--- src/rtl/wide_add_seq_pkg.sv ---
`default_nettype none
// ============================================================================
// Module  : wide_add_seq_pkg
// Purpose : Shared definitions for the multi-precision add sequencer.
//           Holds the sequencer state encoding, the default geometry and a
//           helper that sizes the slice index counter.
// Ports   : (package, none)
// Rev     : 1.0  initial release
// ============================================================================
package wide_add_seq_pkg;

  // Slice index width: at least one bit even for a single-slice build, so the
  // counter never collapses to a zero-width vector.
  function automatic int idx_width(input int n);
    return (n <= 1) ? 1 : $clog2(n);
  endfunction

  // Default geometry: four 64-bit slices feeding a 64-bit carry-select adder.
  localparam int DEF_WORD_W    = 64;
  localparam int DEF_NUM_WORDS = 4;
  localparam int TOT_W         = DEF_WORD_W * DEF_NUM_WORDS;
  localparam int IDX_W         = idx_width(DEF_NUM_WORDS);

  // Sequencer states.
  //   IDLE : waiting for an operand pair
  //   RUN  : one adder pass per cycle, least-significant slice first
  //   DONE : result held until the consumer takes it
  localparam logic [1:0] IDLE = 2'b00;
  localparam logic [1:0] RUN  = 2'b01;
  localparam logic [1:0] DONE = 2'b10;

endpackage : wide_add_seq_pkg
`default_nettype wire

--- src/rtl/csa_64.sv ---
`default_nettype none
// ============================================================================
// Module  : csa_64
// Purpose : Carry-select adder. The word is split into BLK_W-bit blocks; each
//           block precomputes its sum for carry-in 0 and carry-in 1, and the
//           incoming block carry selects between them. Purely combinational.
// Ports   : a, b   - WIDTH-bit addends
//           c_in   - carry into bit 0
//           sum    - WIDTH-bit sum
//           c_out  - carry out of bit WIDTH-1
// Rev     : 1.0  initial release
// ============================================================================
module csa_64 #(
  parameter int WIDTH = 64,
  parameter int BLK_W = 16
) (
  input  logic [WIDTH-1:0] a,
  input  logic [WIDTH-1:0] b,
  input  logic             c_in,
  output logic [WIDTH-1:0] sum,
  output logic             c_out
);

  localparam int NBLK = WIDTH / BLK_W;

  // carry[i] is the carry entering block i; carry[NBLK] leaves the word.
  logic [NBLK:0] carry;

  assign carry[0] = c_in;

  generate
    for (genvar g = 0; g < NBLK; g++) begin : g_blk
      logic [BLK_W-1:0] a_blk;
      logic [BLK_W-1:0] b_blk;
      logic [BLK_W:0]   sum0;   // block result assuming carry-in 0
      logic [BLK_W:0]   sum1;   // block result assuming carry-in 1

      assign a_blk = a[g*BLK_W +: BLK_W];
      assign b_blk = b[g*BLK_W +: BLK_W];

      assign sum0 = {1'b0, a_blk} + {1'b0, b_blk};
      assign sum1 = {1'b0, a_blk} + {1'b0, b_blk} + (BLK_W+1)'(1);

      // Only the late-arriving block carry sits on the select path.
      assign sum[g*BLK_W +: BLK_W] = carry[g] ? sum1[BLK_W-1:0] : sum0[BLK_W-1:0];
      assign carry[g+1]            = carry[g] ? sum1[BLK_W]     : sum0[BLK_W];
    end
  endgenerate

  assign c_out = carry[NBLK];

endmodule : csa_64
`default_nettype wire

--- src/rtl/wide_add_seq.sv ---
`default_nettype none
// ============================================================================
// Module  : wide_add_seq
// Purpose : Multi-precision add sequencer. Accepts one NUM_WORDS x WORD_W
//           operand pair, pushes it through a single WORD_W carry-select
//           adder one slice per cycle (LS slice first, carry chained between
//           passes), then offers the full-width sum and final carry.
// Ports   : clk       - clock, rising edge
//           rst_n     - asynchronous active-low reset
//           in_valid  - operand pair valid
//           in_ready  - sequencer can accept operands (IDLE, out of reset)
//           in_a/in_b - TOT_W-bit operands
//           in_c      - carry into the least-significant slice
//           out_valid - result valid (DONE)
//           out_ready - consumer accepts result
//           out_sum   - (in_a + in_b + in_c) mod 2^TOT_W
//           out_c     - bit TOT_W of the full sum
//           busy      - sequencer not IDLE
// Rev     : 1.0  initial release
// ============================================================================
module wide_add_seq
  import wide_add_seq_pkg::*;
#(
  parameter int WORD_W    = DEF_WORD_W,
  parameter int NUM_WORDS = DEF_NUM_WORDS
) (
  input  logic                        clk,
  input  logic                        rst_n,
  input  logic                        in_valid,
  output logic                        in_ready,
  input  logic [WORD_W*NUM_WORDS-1:0] in_a,
  input  logic [WORD_W*NUM_WORDS-1:0] in_b,
  input  logic                        in_c,
  output logic                        out_valid,
  input  logic                        out_ready,
  output logic [WORD_W*NUM_WORDS-1:0] out_sum,
  output logic                        out_c,
  output logic                        busy
);

  localparam int TOTAL_W = WORD_W * NUM_WORDS;
  localparam int CNT_W   = idx_width(NUM_WORDS);

  // Index of the final slice; RUN leaves on the edge that processes it.
  localparam logic [CNT_W-1:0] LAST_IDX = CNT_W'(NUM_WORDS - 1);

  // Carry-select block size: 16-bit blocks when the slice divides evenly,
  // otherwise a single block spanning the slice.
  localparam int CSA_BLK = ((WORD_W % 16) == 0) ? 16 : WORD_W;

  logic [1:0]         state;
  logic [TOTAL_W-1:0] a_sh;      // operand A, consumed from the bottom
  logic [TOTAL_W-1:0] b_sh;      // operand B, consumed from the bottom
  logic               carry;     // carry into the next slice / final carry
  logic [CNT_W-1:0]   idx;       // result slot written this RUN cycle
  logic [TOTAL_W-1:0] result;    // assembled sum

  logic [WORD_W-1:0]  slice_sum;
  logic               slice_c;

  // --------------------------------------------------------------------------
  // Per-slice datapath: the adder always sees the bottom slice of the shift
  // registers, so no wide operand multiplexer is needed.
  // --------------------------------------------------------------------------
  csa_64 #(
    .WIDTH (WORD_W),
    .BLK_W (CSA_BLK)
  ) u_csa (
    .a     (a_sh[WORD_W-1:0]),
    .b     (b_sh[WORD_W-1:0]),
    .c_in  (carry),
    .sum   (slice_sum),
    .c_out (slice_c)
  );

  // --------------------------------------------------------------------------
  // Handshake and status outputs
  // --------------------------------------------------------------------------
  // rst_n is folded in so upstream never sees a ready while reset is held.
  assign in_ready  = rst_n && (state == IDLE);
  assign out_valid = (state == DONE);
  assign busy      = (state != IDLE);
  assign out_sum   = result;
  assign out_c     = carry;

  // --------------------------------------------------------------------------
  // Sequencer
  // --------------------------------------------------------------------------
  always_ff @(posedge clk or negedge rst_n) begin
    if (!rst_n) begin
      state  <= IDLE;
      a_sh   <= '0;
      b_sh   <= '0;
      carry  <= 1'b0;
      idx    <= '0;
      result <= '0;
    end else begin
      case (state)
        IDLE: begin
          if (in_valid && in_ready) begin
            a_sh  <= in_a;
            b_sh  <= in_b;
            carry <= in_c;
            idx   <= '0;
            state <= RUN;
          end
        end

        RUN: begin
          result[int'(idx)*WORD_W +: WORD_W] <= slice_sum;
          carry <= slice_c;
          // Shifting brings the next slice down to the adder inputs; the
          // vacated upper bits are never consumed.
          a_sh  <= a_sh >> WORD_W;
          b_sh  <= b_sh >> WORD_W;
          idx   <= idx + 1'b1;
          if (idx == LAST_IDX) begin
            state <= DONE;
          end
        end

        DONE: begin
          // result and carry are not written here, so they stay bit-stable
          // for as long as the consumer stalls.
          if (out_ready) begin
            state <= IDLE;
          end
        end

        default: begin
          state <= IDLE;
        end
      endcase
    end
  end

endmodule : wide_add_seq
`default_nettype wire

--- config.mk ---
export PLATFORM = sky130hd
export DESIGN_NAME = wide_add_seq
export DESIGN_NICKNAME = d
export VERILOG_FILES = /design/src/rtl/wide_add_seq_pkg.sv /design/src/rtl/csa_64.sv /design/src/rtl/wide_add_seq.sv
export SDC_FILE = /design/constraint.sdc
export NUM_CORES = 2
export LEC_CHECK = 0
export CAP_MARGIN = 20
export CORE_AREA = 5 5 302 304
export CTS_CLUSTER_SIZE = 16
export DETAILED_ROUTE_END_ITERATION = 10
export DIE_AREA = 0 0 307 309
export GPL_ROUTABILITY_DRIVEN = 0
export PLACE_DENSITY = 0.66
export SLEW_MARGIN = 20
export SYNTH_ARGS = -nofsm -noshare
export SYNTH_HDL_FRONTEND = slang
export SYNTH_SLANG_ARGS = --single-unit
--- constraint.sdc ---
create_clock -name clk -period 6.6 [get_ports clk]
set_input_delay 1.32 -clock clk [delete_from_list [all_inputs] [get_ports clk]]
set_output_delay 1.32 -clock clk [all_outputs]
set_load 0.005 [all_outputs]
==> results.yml <==
run_status:
  run_status: "finished clean"
place:
  port-buffer-count: 776
  dp_hpwl_um: 105400
min_path:
  min_path_type: "reg -> reg"
critical_path:
  path_class: "reg -> reg"
  worst_path_dominant_cell_family: "simple AND/OR/NAND/NOR gates"
  cpMaxStageDelayCell: "o21ai_2"
  critical_path_peak_fanout: 15
  worst_setup_path_start_kind: "register"
  timing.critical_path.cells: "ha_1 > inv_1 > fa_1 > nand2b_1 > a21oi_2 > o21ai_1 > a211o_1 > xnor2_1 > nand4_1 > or4_1 > and4bb_4 > xor2_2 > o21ai_2 > nand3_1 > xnor2_1 > o21ai_1"
  worstPathArrival_ns: 5.50
  cp_data_required_time_ns: 7.10
  max_stage_delay_ns: 0.72
  r2r_setup_slack_ns: 1.60
  path_buf_inv: 1
  worstSetupEndpointType: "register"
power_and_ir_drop:
  vdd.ir_drop.worst_v: 0.0004094
  cellLeakagePower_nw: 20.21
  fin_total_pwr_mw: 27.72
  power_density_nw_per_um2: 584.3
synthesis:
  synth-seq-area-share_pct: 54.04
  synthesis.area_um2: 35790
  syn_avg_cell_area_um2: 8.715
  synth-main-ff-cell: "dfrtp_1"
  post_synth_inst_count: 4107
  yosysTopAreaCellShare_pct: 54.04
  synth_cell_type_count: 78
  synthesis.nets: 4701
  asyncSetResetFlopFracSynth_pct: 100.0
  yosys_warnings: 0
  synth.ff_latch_count: 773
  synth-edff-count: 0
  yosys-top-cells-area: "dfrtp_1, nand2_1, a31oi_1"
  synth.largest_area_cell: "dfrtp_1"
layout:
  layout-drive-gt1-share_pct: 4.542
  area_delta_synth_final_pct: 32.54
  design.final.nets: 5330
  post-route-util_pct: 53.93
timing:
  tightest_slew_ns: 1.010
  slew-limit-headroom_pct: 32.64
  setup_viol_count_final: 0
  final_max_slew_viols: 0
  clock.fmax_mhz: 200.0
  final.min_clock_period_ns: 5.000
  rsz0062_at_grt: "no"
  timing.final.hold_violations: 0
  fin_worst_skew_ns: 0.02799
  period_share_pct: 75.75
  setup_total_negative_slack_ns: 0
clock_network:
  cts_htree_levels: 3
  clk_latency_ns: 0.64
  tritoncts: "done"
  clk_transition_reported_paths_ns: 0.06
  post_cts.resized_instances: 0
  clk_path_buf_depth: 3
  postCtsSetupBuffers: 0
  cts_root_buffer: "clkbuf_16"
  cts-buffers-inserted: 87
  cts_hold_buf: 0
  clock-sinks: 773
detailed_routing:
  detail-route-antenna-nets: 0
  wire_per_inst_um: 23.62
  post_drt_via_cell_ratio: 5.393
  drt-total-wl_um: 141800
  drt-pass1-iter-count: 6
  drt_iter0_markers: 3016
  route.detailed.drc: 0
  routed-via-count: 32370
floorplan:
  fp.coreArea_um2: 87970
  fp.dieH_um: 309
  initial_core_util_pct: 40.69
  floorplan.die_area_um2: 94860
  num_rows: 109
  fp.dieW_um: 307
  boundaryPins: 777
global_route:
  via_count_of_the_first_global_routing_pass: 30540
  track_usage_pct: 28.63
  grt_first_pass_wirelength_um: 204500
  antenna_violations_before_repair: 60
  globalRouteOverflowTotal: 0
  grt_start_max_net_pins: 212
job:
  maxCapViolCount: 0
power by group:
part	switching (mW)	internal (mW)	total [mW]
clock	2.03	2.89	4.92
sequential	1.51	6.83	8.34
combinational	9.17	5.29	14.5
sequential cells by signal, summed over array words and instances, names as in the netlist:
register / count
idx: 2
state: 2
out_c: 1
a_sh: 256
b_sh: 256
out_sum: 256
worst min-delay path: stages (launching register included):
cell and delay, ns:
dfrtp_1 0.34, nand2_1 0.05, o21ai_0 0.06
cell families after synthesis:
logic type | Yosys count | share of synthesized area (%)
compound gates | 961 | 16.27
flops | 773 | 54.04
xor+xnor | 106 | 2.720
buf+inv | 314 | 3.338
mux | 3 | 0.08390
simple gates | 1873 | 20.77
fa+ha+maj | 77 | 2.776
cell type report:
class                      count  area (um2)
sequential                   773       19340
tap                         1165        1458
inverter                      38       142.6
multi-input combinational   3020       15320
clock buffer                 127        2559
antenna                       38       95.09
clock inverter                26       325.3
fill                        8177       40530
timing repair buffer         816        8198
layout by cell type (no fill, tap or decap), types with 16 or more instances in the layout:
cell type	instances
buf_4	30
nor3_1	16
a21oi_1	175
o21ai_0	221
inv_1	38
clkbuf_16	88
clkdlybuf4s50_1	775
xor2_1	39
nor2_1	443
xnor2_1	61
ha_1	73
a31oi_1	385
nand3_1	20
dfrtp_1	773
diode_2	38
o21ai_1	24
clkbuf_1	18
nand2_1	1284
clkbuf_8	21
a22o_1	52
layer usage:
| metal | part of all wire [%] | GRT usage (%) | vias to the layer above | routed length [um] |
|---|---|---|---|---|
| met5 | 0.13 | 0 | - | 178 |
| met3 | 8.0 | 6.819 | 276 | 11350 |
| met4 | 4.1 | 11.78 | 26 | 5793 |
| met1 | 42 | 38.49 | 15600 | 58910 |
| li1 | - | - | 15210 | - |
| met2 | 46 | 45.00 | 1256 | 65570 |
path summary, 6_finish.rpt:
path / start / endpoint / cells past startpoint
min: out_sum[24] / out_sum[24] / 2
max: b_sh[0] / out_sum[117] / 16
max in group asynchronous: rst_n / out_sum[103] / 3
min reg2reg: out_sum[24] / out_sum[24] / 2
max reg2reg: b_sh[0] / out_sum[117] / 16
min in group asynchronous: rst_n / a_sh[192] / 1
metrics by stage:
step,std cells,hold WS [ns],area [um2],setup WS (ns)
6_report,6003,0.4750,47440,1.600
5_1_grt,5994,0.4973,47410,1.325
4_1_cts,5965,0.4825,47340,1.597
3_5_place_dp,5812,0.4691,44460,1.643
3_3_place_gp,5812,0.4615,44460,1.723
2_1_floorplan,4107,0.4733,35790,2.477
cells in the mapped netlist, drive strengths merged (3+ instances only):
library cell / n
inv: 38
a211o: 3
a21o: 14
o21bai: 12
a22o: 52
and2: 12
o311a: 4
nand2b: 10
o21ai: 246
a211oi: 7
nor2b: 8
clkbuf: 256
nor4: 5
or3: 8
o21a: 14
o211ai: 5
and3: 15
xnor2: 63
a21oi: 177
nor3: 19
xor2: 43
or2: 5
nand3: 21
nor2: 444
ha: 73
o311ai: 4
nand4: 14
nor4b: 3
nand2: 1289
mux2i: 3
o31ai: 5
and4: 3
o211a: 4
or4: 3
dfrtp: 773
o31a: 4
nor3b: 6
buf: 20
a311oi: 3
and4bb: 5
o22ai: 5
a31oi: 385
fa: 4
No activity file was read; power rests on OpenSTA's default activity.
